### config.mk
export PLATFORM = sky130hd
export DESIGN_NAME = vending_machine_change_flat
export DESIGN_NICKNAME = d
export VERILOG_FILES = /design/src/rtl/vending_machine_change_if.sv /design/src/rtl/vending_machine_change.sv /design/src/flat_wrapper.sv
export SDC_FILE = /design/constraint.sdc
export NUM_CORES = 1
export LEC_CHECK = 0
export BUFFER_PORTS_ARGS = -buffer_cell sky130_fd_sc_hd__buf_4
export CAP_MARGIN = 25
export CORE_MARGIN = 5
export CORE_UTILIZATION = 59
export CTS_CLUSTER_DIAMETER = 80
export DETAILED_ROUTE_END_ITERATION = 8
export PLACE_DENSITY = 0.87
export SLEW_MARGIN = 20
export SYNTH_ARGS = -nofsm -noshare
export SYNTH_HDL_FRONTEND = slang
export SYNTH_SLANG_ARGS = --single-unit
### constraint.sdc
create_clock -name clk -period 4.7 [get_ports clk]
set_input_delay 0.235 -clock clk [delete_from_list [all_inputs] [get_ports clk]]
set_output_delay 0.235 -clock clk [all_outputs]
set_load 0.02 [all_outputs]
### src/rtl/vending_machine_change_if.sv
// vending_machine_change_if: coin/cancel inputs and dispense/change/credit outputs of the vending machine
interface vending_machine_change_if #(parameter int CREDIT_W = 7);
  logic coin_a, coin_b, coin_c, cancel;
  logic dispense, change_out, coin_reject, busy;
  logic [CREDIT_W-1:0] credit;
  modport master(output coin_a, coin_b, coin_c, cancel, input dispense, change_out, coin_reject, busy, credit);
  modport slave(input coin_a, coin_b, coin_c, cancel, output dispense, change_out, coin_reject, busy, credit);
endinterface

### src/rtl/vending_machine_change.sv
// vending_machine_change: three-coin credit accumulator that vends at PRICE and returns excess as unit-coin pulses
module vending_machine_change #(
  parameter int CREDIT_W   = 7,
  parameter int COIN_A     = 5,
  parameter int COIN_B     = 10,
  parameter int COIN_C     = 25,
  parameter int PRICE      = 15,
  parameter int MAX_CREDIT = 95
) (
  input logic clk,
  input logic reset,
  vending_machine_change_if.slave vif
);
  if (COIN_A <= 0 || COIN_B % COIN_A != 0 || COIN_C % COIN_A != 0 || PRICE % COIN_A != 0 ||
      MAX_CREDIT % COIN_A != 0 || PRICE > MAX_CREDIT || MAX_CREDIT >= 2**CREDIT_W ||
      $bits(vif.credit) != CREDIT_W) begin : g_bad_params
    $error("vending_machine_change: illegal parameter set");
  end
  localparam logic [CREDIT_W:0]   VA = (CREDIT_W+1)'(COIN_A);
  localparam logic [CREDIT_W:0]   VB = (CREDIT_W+1)'(COIN_B);
  localparam logic [CREDIT_W:0]   VC = (CREDIT_W+1)'(COIN_C);
  localparam logic [CREDIT_W:0]   VP = (CREDIT_W+1)'(PRICE);
  localparam logic [CREDIT_W:0]   VM = (CREDIT_W+1)'(MAX_CREDIT);
  localparam logic [CREDIT_W-1:0] PA = CREDIT_W'(PRICE);
  localparam logic [CREDIT_W-1:0] UA = CREDIT_W'(COIN_A);
  typedef enum logic [1:0] {IDLE, COLLECT, VEND, CHANGE} state_t;
  state_t state, state_nx;
  logic [CREDIT_W-1:0] credit, credit_nx;
  logic [CREDIT_W:0] value, sum;
  logic reject_q, any_coin, accept, taking;
  always_ff @(posedge clk) begin
    if (!reset) begin
      state    <= IDLE;
      credit   <= '0;
      reject_q <= 1'b0;
    end else begin
      state    <= state_nx;
      credit   <= credit_nx;
      reject_q <= any_coin && !accept;
    end
  end
  // sum is one bit wider than credit so the MAX_CREDIT check cannot wrap
  always_comb begin
    taking    = state == IDLE || state == COLLECT;
    any_coin  = vif.coin_a | vif.coin_b | vif.coin_c;
    value     = vif.coin_a ? VA : vif.coin_b ? VB : VC;
    sum       = {1'b0, credit} + value;
    accept    = taking && $onehot({vif.coin_a, vif.coin_b, vif.coin_c}) && !vif.cancel && sum <= VM;
    state_nx  = state == VEND ? (credit == PA ? IDLE : CHANGE)
              : state == CHANGE ? (credit <= UA ? IDLE : CHANGE)
              : state == COLLECT && vif.cancel ? CHANGE
              : accept ? (sum >= VP ? VEND : COLLECT)
              : state;
    credit_nx = state == VEND ? credit - PA
              : state == CHANGE ? credit - UA
              : accept ? sum[CREDIT_W-1:0]
              : credit;
  end
  always_comb begin
    vif.dispense    = state == VEND;
    vif.change_out  = state == CHANGE;
    vif.busy        = state == VEND || state == CHANGE;
    vif.coin_reject = reject_q;
    vif.credit      = credit;
  end
endmodule
### src/flat_wrapper.sv
// flat-port wrapper written by rule: the top's interface ports become plain ports
module vending_machine_change_flat 
#(
  parameter int CREDIT_W   = 7,
  parameter int COIN_A     = 5,
  parameter int COIN_B     = 10,
  parameter int COIN_C     = 25,
  parameter int PRICE      = 15,
  parameter int MAX_CREDIT = 95
)
  (clk, reset, vif_coin_a, vif_coin_b, vif_coin_c, vif_cancel, vif_dispense, vif_change_out, vif_coin_reject, vif_busy, vif_credit);
  vending_machine_change_if #(.CREDIT_W(CREDIT_W)) vif_i ();
  input logic clk;
  input logic reset;
  input wire logic [$bits(vif_i.coin_a)-1:0] vif_coin_a;
  input wire logic [$bits(vif_i.coin_b)-1:0] vif_coin_b;
  input wire logic [$bits(vif_i.coin_c)-1:0] vif_coin_c;
  input wire logic [$bits(vif_i.cancel)-1:0] vif_cancel;
  output wire logic [$bits(vif_i.dispense)-1:0] vif_dispense;
  output wire logic [$bits(vif_i.change_out)-1:0] vif_change_out;
  output wire logic [$bits(vif_i.coin_reject)-1:0] vif_coin_reject;
  output wire logic [$bits(vif_i.busy)-1:0] vif_busy;
  output wire logic [$bits(vif_i.credit)-1:0] vif_credit;
  assign vif_i.coin_a = vif_coin_a;
  assign vif_i.coin_b = vif_coin_b;
  assign vif_i.coin_c = vif_coin_c;
  assign vif_i.cancel = vif_cancel;
  assign vif_dispense = vif_i.dispense;
  assign vif_change_out = vif_i.change_out;
  assign vif_coin_reject = vif_i.coin_reject;
  assign vif_busy = vif_i.busy;
  assign vif_credit = vif_i.credit;
  vending_machine_change #(.CREDIT_W(CREDIT_W), .COIN_A(COIN_A), .COIN_B(COIN_B), .COIN_C(COIN_C), .PRICE(PRICE), .MAX_CREDIT(MAX_CREDIT)) u_core (.clk(clk), .reset(reset), .vif(vif_i));
endmodule
=== Word level (Yosys, flattened, before mapping) ===
Index checks and enable logic that the tools add are counted.

* Word-level logic and storage cells: 42
* Register bits: 10
* Bits of input ports: 6
* Memories kept: 0
* Output and inout bits: 11
* Memory bits (writable): 0
* Bits in read-only memories: 0
* Latch bits: 0

* Reduce and logical (&&, ||, !) cells: 12
* Add/sub/neg operators: 5
* Div/mod/pow operators: 0
* Eq/ne operators: 5
* $lt $le $gt $ge: 3
* Shifts and indexed selects: 0
* Bitwise operators: 2
* Multipliers: 0
* Muxes and demuxes: 12

{| class="wikitable"
|+ Operator list
! cell !! count
|-
| $mux 7 || 3
|-
| $mux 2 || 7
|-
| $add 7x8->8 || 1
|-
| $ge 8x4->1 const B || 1
|-
| $le 8x7->1 const B || 1
|-
| $mux 8 || 1
|-
| $eq 7x4->1 const B || 1
|-
| $le 7x3->1 const B || 1
|-
| $sub 7x3->7 const B || 1
|-
| $sub 7x4->7 const B || 1
|-
| $logic_and 1x1->1 || 5
|-
| $mux 5 || 1
|-
| $eq 2x1->1 const B || 2
|-
| $eq 2x2->1 const B || 2
|-
| $reduce_bool 4->1 || 1
|-
| $reduce_bool 3->1 || 1
|-
| $add 1x1->2 || 1
|-
| $add 2x1->2 || 1
|-
| $logic_not 1->1 || 2
|-
| $logic_not 2->1 || 1
|-
| $logic_or 1x1->1 || 2
|-
| $or 1x1->1 || 2
|}

=== Logic depth before layout (Yosys ltp) ===
Gate-level depths: netlist of the first run.

* Depth after elaboration: 10
* Depth in mapped cells: 11
* Depth with buffers taken out: 10

=== Worst setup path before layout of the first run ===
No wires, ideal clock.

* Kind: register to register
* Start: register u_core.credit[0], in the netlist u_core.vif.credit[0]
* End: register u_core.credit[4], in the netlist u_core.vif.credit[4]
* Clock period less this slack: 2.395 ns
* Path slack: 2.305 ns
* Stages on the path, launching flop included: 10
* Library setup time: 0.079 ns
* Buffers on the path: 1
* Required time: 4.621 ns
* Data arrival time: 2.316 ns
* Cell sequence: dfxtp_1 -> ha_1 -> fa_1 -> a21oi_1 -> o22a_1 -> a221oi_1 -> o221a_2 -> buf_6 -> mux2i_1 -> a211oi_2

* Word-level cells in the longest chain between the ends: 4
* Elaborated cells on any way between the ends: 9
* Classes of those cells: 3 x add/sub; 1 x order compare; 3 x mux; 2 x reduce/logical

{| class="wikitable"
|+ RTL lines
! what !! line !! RTL
|-
| from (decl) || vending_machine_change.sv:28 || <nowiki>logic [CREDIT_W-1:0] credit, credit_nx;</nowiki>
|-
| from (signal assigned) || vending_machine_change.sv:38 || <nowiki>credit <= credit_nx;</nowiki>
|-
| $add 7x8->8 || vending_machine_change.sv:47 || <nowiki>sum = {1'b0, credit} + value;</nowiki>
|-
| $le 8x7->1 / $mux 7 (equally long branches) || vending_machine_change.sv:48, vending_machine_change.sv:56 ||
|-
| $logic_and 1x1->1 / $mux 7 (equally long branches) || vending_machine_change.sv:48, vending_machine_change.sv:55 ||
|-
| $reduce_bool 3->1 (no source line) / $mux 7 (equally long branches) || -- ||
|}

Parallel ways exist; a longest one is shown, timed or not. The select of a mux whose other input is x is not followed.
A chain may end at the register's enable or synchronous reset.

=== Final worst setup path of the first run ===
* Start: register u_core.credit[0], in the netlist u_core.vif.credit[0]
* End: register u_core.credit[0], in the netlist u_core.vif.credit[0]

The elaborated chain is that of the path after synthesis.

==> impl_metrics.tcl, run 1 <==
set metrics [dict create \
    rsz0062_at_grt "no" \
    drt_pass1_iterations 4 \
    post_route_cells_drive_above_1_share_pct 17.48 \
    timing.final.setup_violations 0 \
    cts.path.max_buffers 2 \
    die_width_um 51.29 \
    final-instance-count-excl-fill 160 \
    ir_worst_vdd_mv 0.1609 \
    first_iter_violations 31 \
    routed_wire_length_per_instance_um 14.88 \
    worst_setup_path_end_kind "flop" \
    hold_depth 3 \
    drt_drc_violations_left 0 \
    postSynth.topFlopCell "sky130_fd_sc_hd__dfxtp_1" \
    grt_start_max_net_pins 13 \
    globalRoute.totalOverflow 0 \
    cts_tree "built" \
    netlist_instances 129 \
    critical-path-slowest-cell "sky130_fd_sc_hd__dfxtp_1" \
    ctsHtreeMaxLevel 1 \
    critical_path_required_ns 4.87 \
    synthesis.yosys.warnings 0 \
    initial_utilization_pct 60.22 \
    crit_start_category "flop" \
    cts.repair_timing.setup_buffer_count 0 \
    clk_pin_slew_worst_paths_ns 0.07 \
    synth.yosys.seq_area_share_pct 19.90 \
    synth-async-reset-ratio_pct 0 \
    maxSlewViolCount 0 \
    design.die.area_sq_um 2631 \
    worstRegToRegCells 8 \
    min_delay_worst_endpoint "u_core.vif.credit[1]" \
    synth_area_leaders "sky130_fd_sc_hd__dfxtp_1 20%, sky130_fd_sc_hd__ha_1 10%, sky130_fd_sc_hd__a21oi_1 6.5%" \
    yosysMostFrequentCell "sky130_fd_sc_hd__a21oi_1" \
    cap_violations 0 \
    synthesized_nets 145 \
    top_area_cell_type_share_of_the_netlist_area_pct 19.90 \
    clkLatencyLatePin_ns 0.27 \
    synth-edff-count 0 \
    final_nets 161 \
    ranking_of_synthesized_cells_by_instance_count "13 x sky130_fd_sc_hd__a21oi_1, 10 x sky130_fd_sc_hd__dfxtp_1, 10 x sky130_fd_sc_hd__inv_1" \
    internal_reg_to_reg_setup_slack_ns 2.15 \
    critPathBufInv 0 \
    n_antenna_cell 0 \
    postPlaceCellArea_sq_um 1120 \
    cts_hold_buffers 0 \
    postCtsResizedCells 0 \
    highest_achievable_clock_rate_mhz 392.9 \
    yosysTopAreaCell "sky130_fd_sc_hd__dfxtp_1" \
    p_total_mw 0.4152 \
    critPathArrivalTime_ns 2.72 \
    post_synth_num_cell_types 40 \
    fin_worst_skew_ns 0.004366 \
    final.setup.tns_ns 0 \
    rows 15 \
    power_density_nw_per_um2 363.5 \
    cp.depth 8 \
    gp_routability_congestion 0.9310 \
    initial_antenna_violation_count 0 \
    place_hpwl_um 1916 \
    syn2layout_area_growth_pct 13.56 \
    clock_tree.root_cell "sky130_fd_sc_hd__clkbuf_4" \
    core_area_sq_um 1670 \
    crit_chain "ha_1 -> fa_1 -> a21oi_1 -> o22a_1 -> a221oi_1 -> o221a_2 -> nor2b_1 -> a2111oi_2" \
    design.portCount 17 \
    tritoncts_num_sinks 10 \
    route.antenna.remaining_nets 0 \
    postSynthRegisterBits 10 \
    cpPeakStageDelay_ns 0.41 \
    slew_headroom_pct 65.88 \
    port_buffers 16 \
    timing_worst_setup_path_type "flop to flop" \
    report.final.hold_viol_count 0 \
    grt_pass1_wl_um 4126 \
    result_of_the_run "finished clean" \
    groute.usage.overall_pct 20.18 \
    placedCellCount 157 \
    post_detailed_routing_wire_length_um 2380 \
    first_global_vias 921 \
    die_h_um 51.29 \
    min_path_type "primary input to flop" \
    finalCriticalPeriod_ns 2.545 \
    hold-worst-slack_ns 0.2575 \
    tightest_slew_ns 0.5047 \
    post_synth.cell_area_avg_sq_um 7.798 \
    vias_per_cell 6.044 \
    rr_startpoint "u_core.vif.credit[0]" \
    post_synth_instance_area_sq_um 1006 \
    cpLargestDelayFamily "compound AO/OA/AOI/OAI gates" \
    reg2reg_to "u_core.vif.credit[0]" \
    p_leak_nw 0.4923 \
    post-route-period-util_pct 54.16 \
    final_std_cell_area_no_fill_sq_um 1142 \
    timing.critical_path.fanout_max 11 \
    timing.hold.worst.start "reset" \
    total_number_of_vias 967 \
    tritoncts.num_buffers 3 \
]
==> metal layers <==
metal  GRT usage (%)  part of all wire (%)  wire [um]  vias to the layer above
li1                -                     -          -                      496
met3          0.8746                   3.6         86                        2
met5               0                     0          0                        -
met1           26.19                    46       1095                      445
met4           6.987                  0.76         18                        0
met2           35.41                    50       1180                       24
==> layout by cell type (no fill, tap or decap), types with 2 or more instances in the layout <==
master                      n
sky130_fd_sc_hd__nor2b_1    4
sky130_fd_sc_hd__a211oi_2   2
sky130_fd_sc_hd__a21oi_1   13
sky130_fd_sc_hd__o22ai_1    3
sky130_fd_sc_hd__xnor2_1    7
sky130_fd_sc_hd__nand3_1    6
sky130_fd_sc_hd__and2_1     2
sky130_fd_sc_hd__nor3_1     3
sky130_fd_sc_hd__o21ai_0    7
sky130_fd_sc_hd__dfxtp_1   10
sky130_fd_sc_hd__fa_1       2
sky130_fd_sc_hd__a211oi_1   3
sky130_fd_sc_hd__xor2_1     3
sky130_fd_sc_hd__nand2_1    8
sky130_fd_sc_hd__a221oi_1   2
sky130_fd_sc_hd__buf_4     16
sky130_fd_sc_hd__nor2_1     9
sky130_fd_sc_hd__clkbuf_4   3
sky130_fd_sc_hd__ha_1       8
sky130_fd_sc_hd__mux2i_1    3
sky130_fd_sc_hd__o21bai_1   2
sky130_fd_sc_hd__inv_1     10
==> tightest hold or removal path: cells and delay by family <==
kind / cells / cell delay [ns]
AO/OA/AOI/OAI: 2 / 0.11
buffers and inverters: 1 / 0.14
==> state kept, by name (all words and copies together), names as in the netlist <==
signal,count
u_core.vif.credit,7
u_core.vif.coin_reject,1
u_core.state,2
==> kinds of logic after synthesis <==
| logic type | Yosys count | synth area share (%) |
|---|---|---|
| xor+xnor | 10 | 8.707 |
| fa+ha+maj | 10 | 13.93 |
| buf+inv | 17 | 7.213 |
| simple gates | 38 | 18.91 |
| mux | 4 | 4.105 |
| flops | 10 | 19.90 |
| compound gates | 40 | 27.24 |
==> stage by stage <==
stage               setup WS, ns  util [%]
floorplan                  2.305         -
global placement           2.182     67.04
detailed placement         2.078     67.04
CTS                        2.158     68.39
global route               1.959     68.39
finish                     2.155     68.39
==> layout make-up <==
class	count	area (sq um)
Multi-Input combinational cell	102	733.2
Fill cell	143	528.0
Sequential cell	10	200.2
Timing Repair Buffer	16	120.1
Inverter	12	45.04
Clock buffer	3	22.52
Tap cell	17	21.27
==> worst max path at each step <==
stage	endpoint	start
after floorplan	u_core.vif.credit[4]	u_core.vif.credit[0]
after global placement	u_core.vif.credit[0]	vif_coin_a
after detailed placement	u_core.vif.credit[0]	vif_coin_a
after CTS	u_core.vif.credit[0]	u_core.vif.credit[0]
after global routing	u_core.vif.credit[4]	u_core.vif.credit[2]
final	u_core.vif.credit[0]	u_core.vif.credit[0]
==> report_power, final <==
group	switching, mW	internal [mW]	total (mW)
Clock	0.0304	0.0297	0.0601
Sequential	0.0385	0.101	0.139
Combinational	0.119	0.0967	0.216
No activity file was read; power rests on OpenSTA's default activity.
==> run 2: changes to the inputs <==
Settings changed: CORE_UTILIZATION 59 to 50, PLACE_DENSITY 0.87 to 0.79.
Clock period 4.7 ns to 2.3 ns, I/O delays scaled along.
==> impl_metrics.tcl, run 2 (synthesis results as in run 1) <==
set metrics [dict create \
    cpPeakStageDelay_ns 0.39 \
    met3_usage_pct 1.090 \
    report.final.hold_viol_count 0 \
    timing.final.setup_violations 0 \
    met2_usage_pct 33.86 \
    grt.busiest_layer "met2" \
    hold_depth 3 \
    vias_per_cell 5.723 \
    post-route-period-util_pct 95.59 \
    drt_pass1_iterations 4 \
    cts_hold_buffers 0 \
    critPathBufInv 0 \
    postPlaceCellArea_sq_um 1242 \
    cts.path.max_buffers 2 \
    met1_usage_pct 26.19 \
    crit_chain "ha_1 -> fa_2 -> a21oi_4 -> o22a_1 -> a221oi_2 -> o221a_4 -> nor2b_1 -> a2111oi_2" \
    first_iter_violations 24 \
    worstRegToRegCells 8 \
    ir_worst_vdd_mv 0.3903 \
    highest_achievable_clock_rate_mhz 454.9 \
    critical-path-slowest-cell "sky130_fd_sc_hd__fa_2" \
    internal_reg_to_reg_setup_slack_ns 0.10 \
    route.antenna.remaining_nets 0 \
    ctsHtreeMaxLevel 1 \
    crit_start_category "flop" \
    clk_pin_slew_worst_paths_ns 0.06 \
    groute.usage.overall_pct 19.94 \
    fin_worst_skew_ns 0.001782 \
    mostFrequentLayoutCell "sky130_fd_sc_hd__buf_4" \
    slew_headroom_pct 68.61 \
    design.portCount 17 \
    result_of_the_run "finished clean" \
    final_nets 175 \
    timing.hold.worst.start "reset" \
    num-fill-cells 179 \
    final_std_cell_area_no_fill_sq_um 1305 \
    tritoncts_num_sinks 10 \
    mostFrequentLayoutCells "30 x sky130_fd_sc_hd__buf_4, 12 x sky130_fd_sc_hd__a21oi_1, 10 x sky130_fd_sc_hd__inv_1, 9 x sky130_fd_sc_hd__nor2_1" \
    largest_register "u_core.vif.credit" \
    hold-worst-slack_ns 0.1538 \
    core_area_sq_um 1942 \
    initial_antenna_violation_count 0 \
    clock_tree.root_cell "sky130_fd_sc_hd__clkbuf_4" \
    critical_path_required_ns 2.46 \
    critical_path.startpoint "u_core.vif.credit[0]" \
    maxSlewViolCount 0 \
    power_density_nw_per_um2 720.7 \
    placedCellCount 181 \
    cpLargestDelayFamily "compound AO/OA/AOI/OAI gates" \
    tightest_slew_ns 0.4643 \
    clkLatencyLatePin_ns 0.26 \
    worst_setup_path_end_kind "flop" \
    gp_routability_congestion 0.8593 \
    grt_pass1_wl_um 4298 \
    routed_wire_length_per_instance_um 14.73 \
    timing_worst_setup_path_type "flop to flop" \
    grt_start_max_net_pins 13 \
    finalCriticalPeriod_ns 2.198 \
    post_route_cells_drive_above_1_share_pct 29.94 \
    place_hpwl_um 2133 \
    critPathArrivalTime_ns 2.36 \
    globalRoute.totalOverflow 0 \
    design.die.area_sq_um 3009 \
    first_global_vias 967 \
    total_number_of_vias 1053 \
    final.setup.tns_ns 0 \
    post_detailed_routing_wire_length_um 2711 \
    rows 16 \
    p_leak_nw 0.5775 \
    largest_register_ffs 7 \
    cap_violations 0 \
    rsz0062_at_grt "no" \
    syn2layout_area_growth_pct 29.73 \
    initial_utilization_pct 51.80 \
    cp.depth 8 \
    n_antenna_cell 0 \
    tritoncts.num_buffers 3 \
    cts.repair_timing.setup_buffer_count 0 \
    drt_drc_violations_left 0 \
    timing.critical_path.fanout_max 8 \
    final-instance-count-excl-fill 184 \
    die_h_um 54.86 \
    port_buffers 16 \
    cts_tree "built" \
    rr_startpoint "u_core.vif.credit[0]" \
    die_width_um 54.86 \
    min_path_type "primary input to flop" \
]
[run 2: final cells by class]
type,instances,area [sq um],area share [%]
multi-input cells,102,775.7,59.44
repair buffers,30,225.2,17.26
flip-flops and latches,10,202.7,15.53
inverters,12,45.04,3.452
well taps,27,33.78,2.589
clock buffers,3,22.52,1.726
[run 2: worst register-to-register path: cells and delay by family, from the launching register on]
| family | cells | cell delay [ns] |
|---|---|---|
| adder cells (fa/ha/maj) | 2 | 0.62 |
| AND/OR/NAND/NOR | 1 | 0.16 |
| flip-flops | 1 | 0.32 |
| AO/OA/AOI/OAI | 5 | 1.00 |
[run 2: path summary, 6_finish.rpt]
path,end
setup / recovery,u_core.vif.credit[0]
hold / removal,u_core.vif.credit[1]
setup reg to reg,u_core.vif.credit[0]
hold reg to reg,u_core.vif.credit[0]
[run 2: report_power, final]
group	internal [mW]	switching, mW	leakage (nW)
clock	0.0604	0.0570	0.0138
combinational	0.252	0.308	0.481
sequential	0.208	0.0550	0.0826
total	0.521	0.420	0.577
[run 2: stage by stage]
stage	total power, mW	util, %	setup slack [ns]
floorplan	0.6029	-	0.02704
global placement	0.7660	63.98	0.02805
detailed placement	0.7874	63.98	-0.08861
CTS	0.9089	65.27	-0.003107
global route	1.003	67.20	0.01043
finish	0.9405	67.20	0.1015
[run 2: repair_timing]
action,in CTS,in global routing
resized for setup,2,7
endpoints found under the setup margin,3,6
pin swaps,2,6
[run 2: per-layer routing]
metal  wire length [um]  share of wire, %
met1               1215                45
met2               1372                51
met3                 81               3.0
met5                  0                 0
met4                 42               1.5
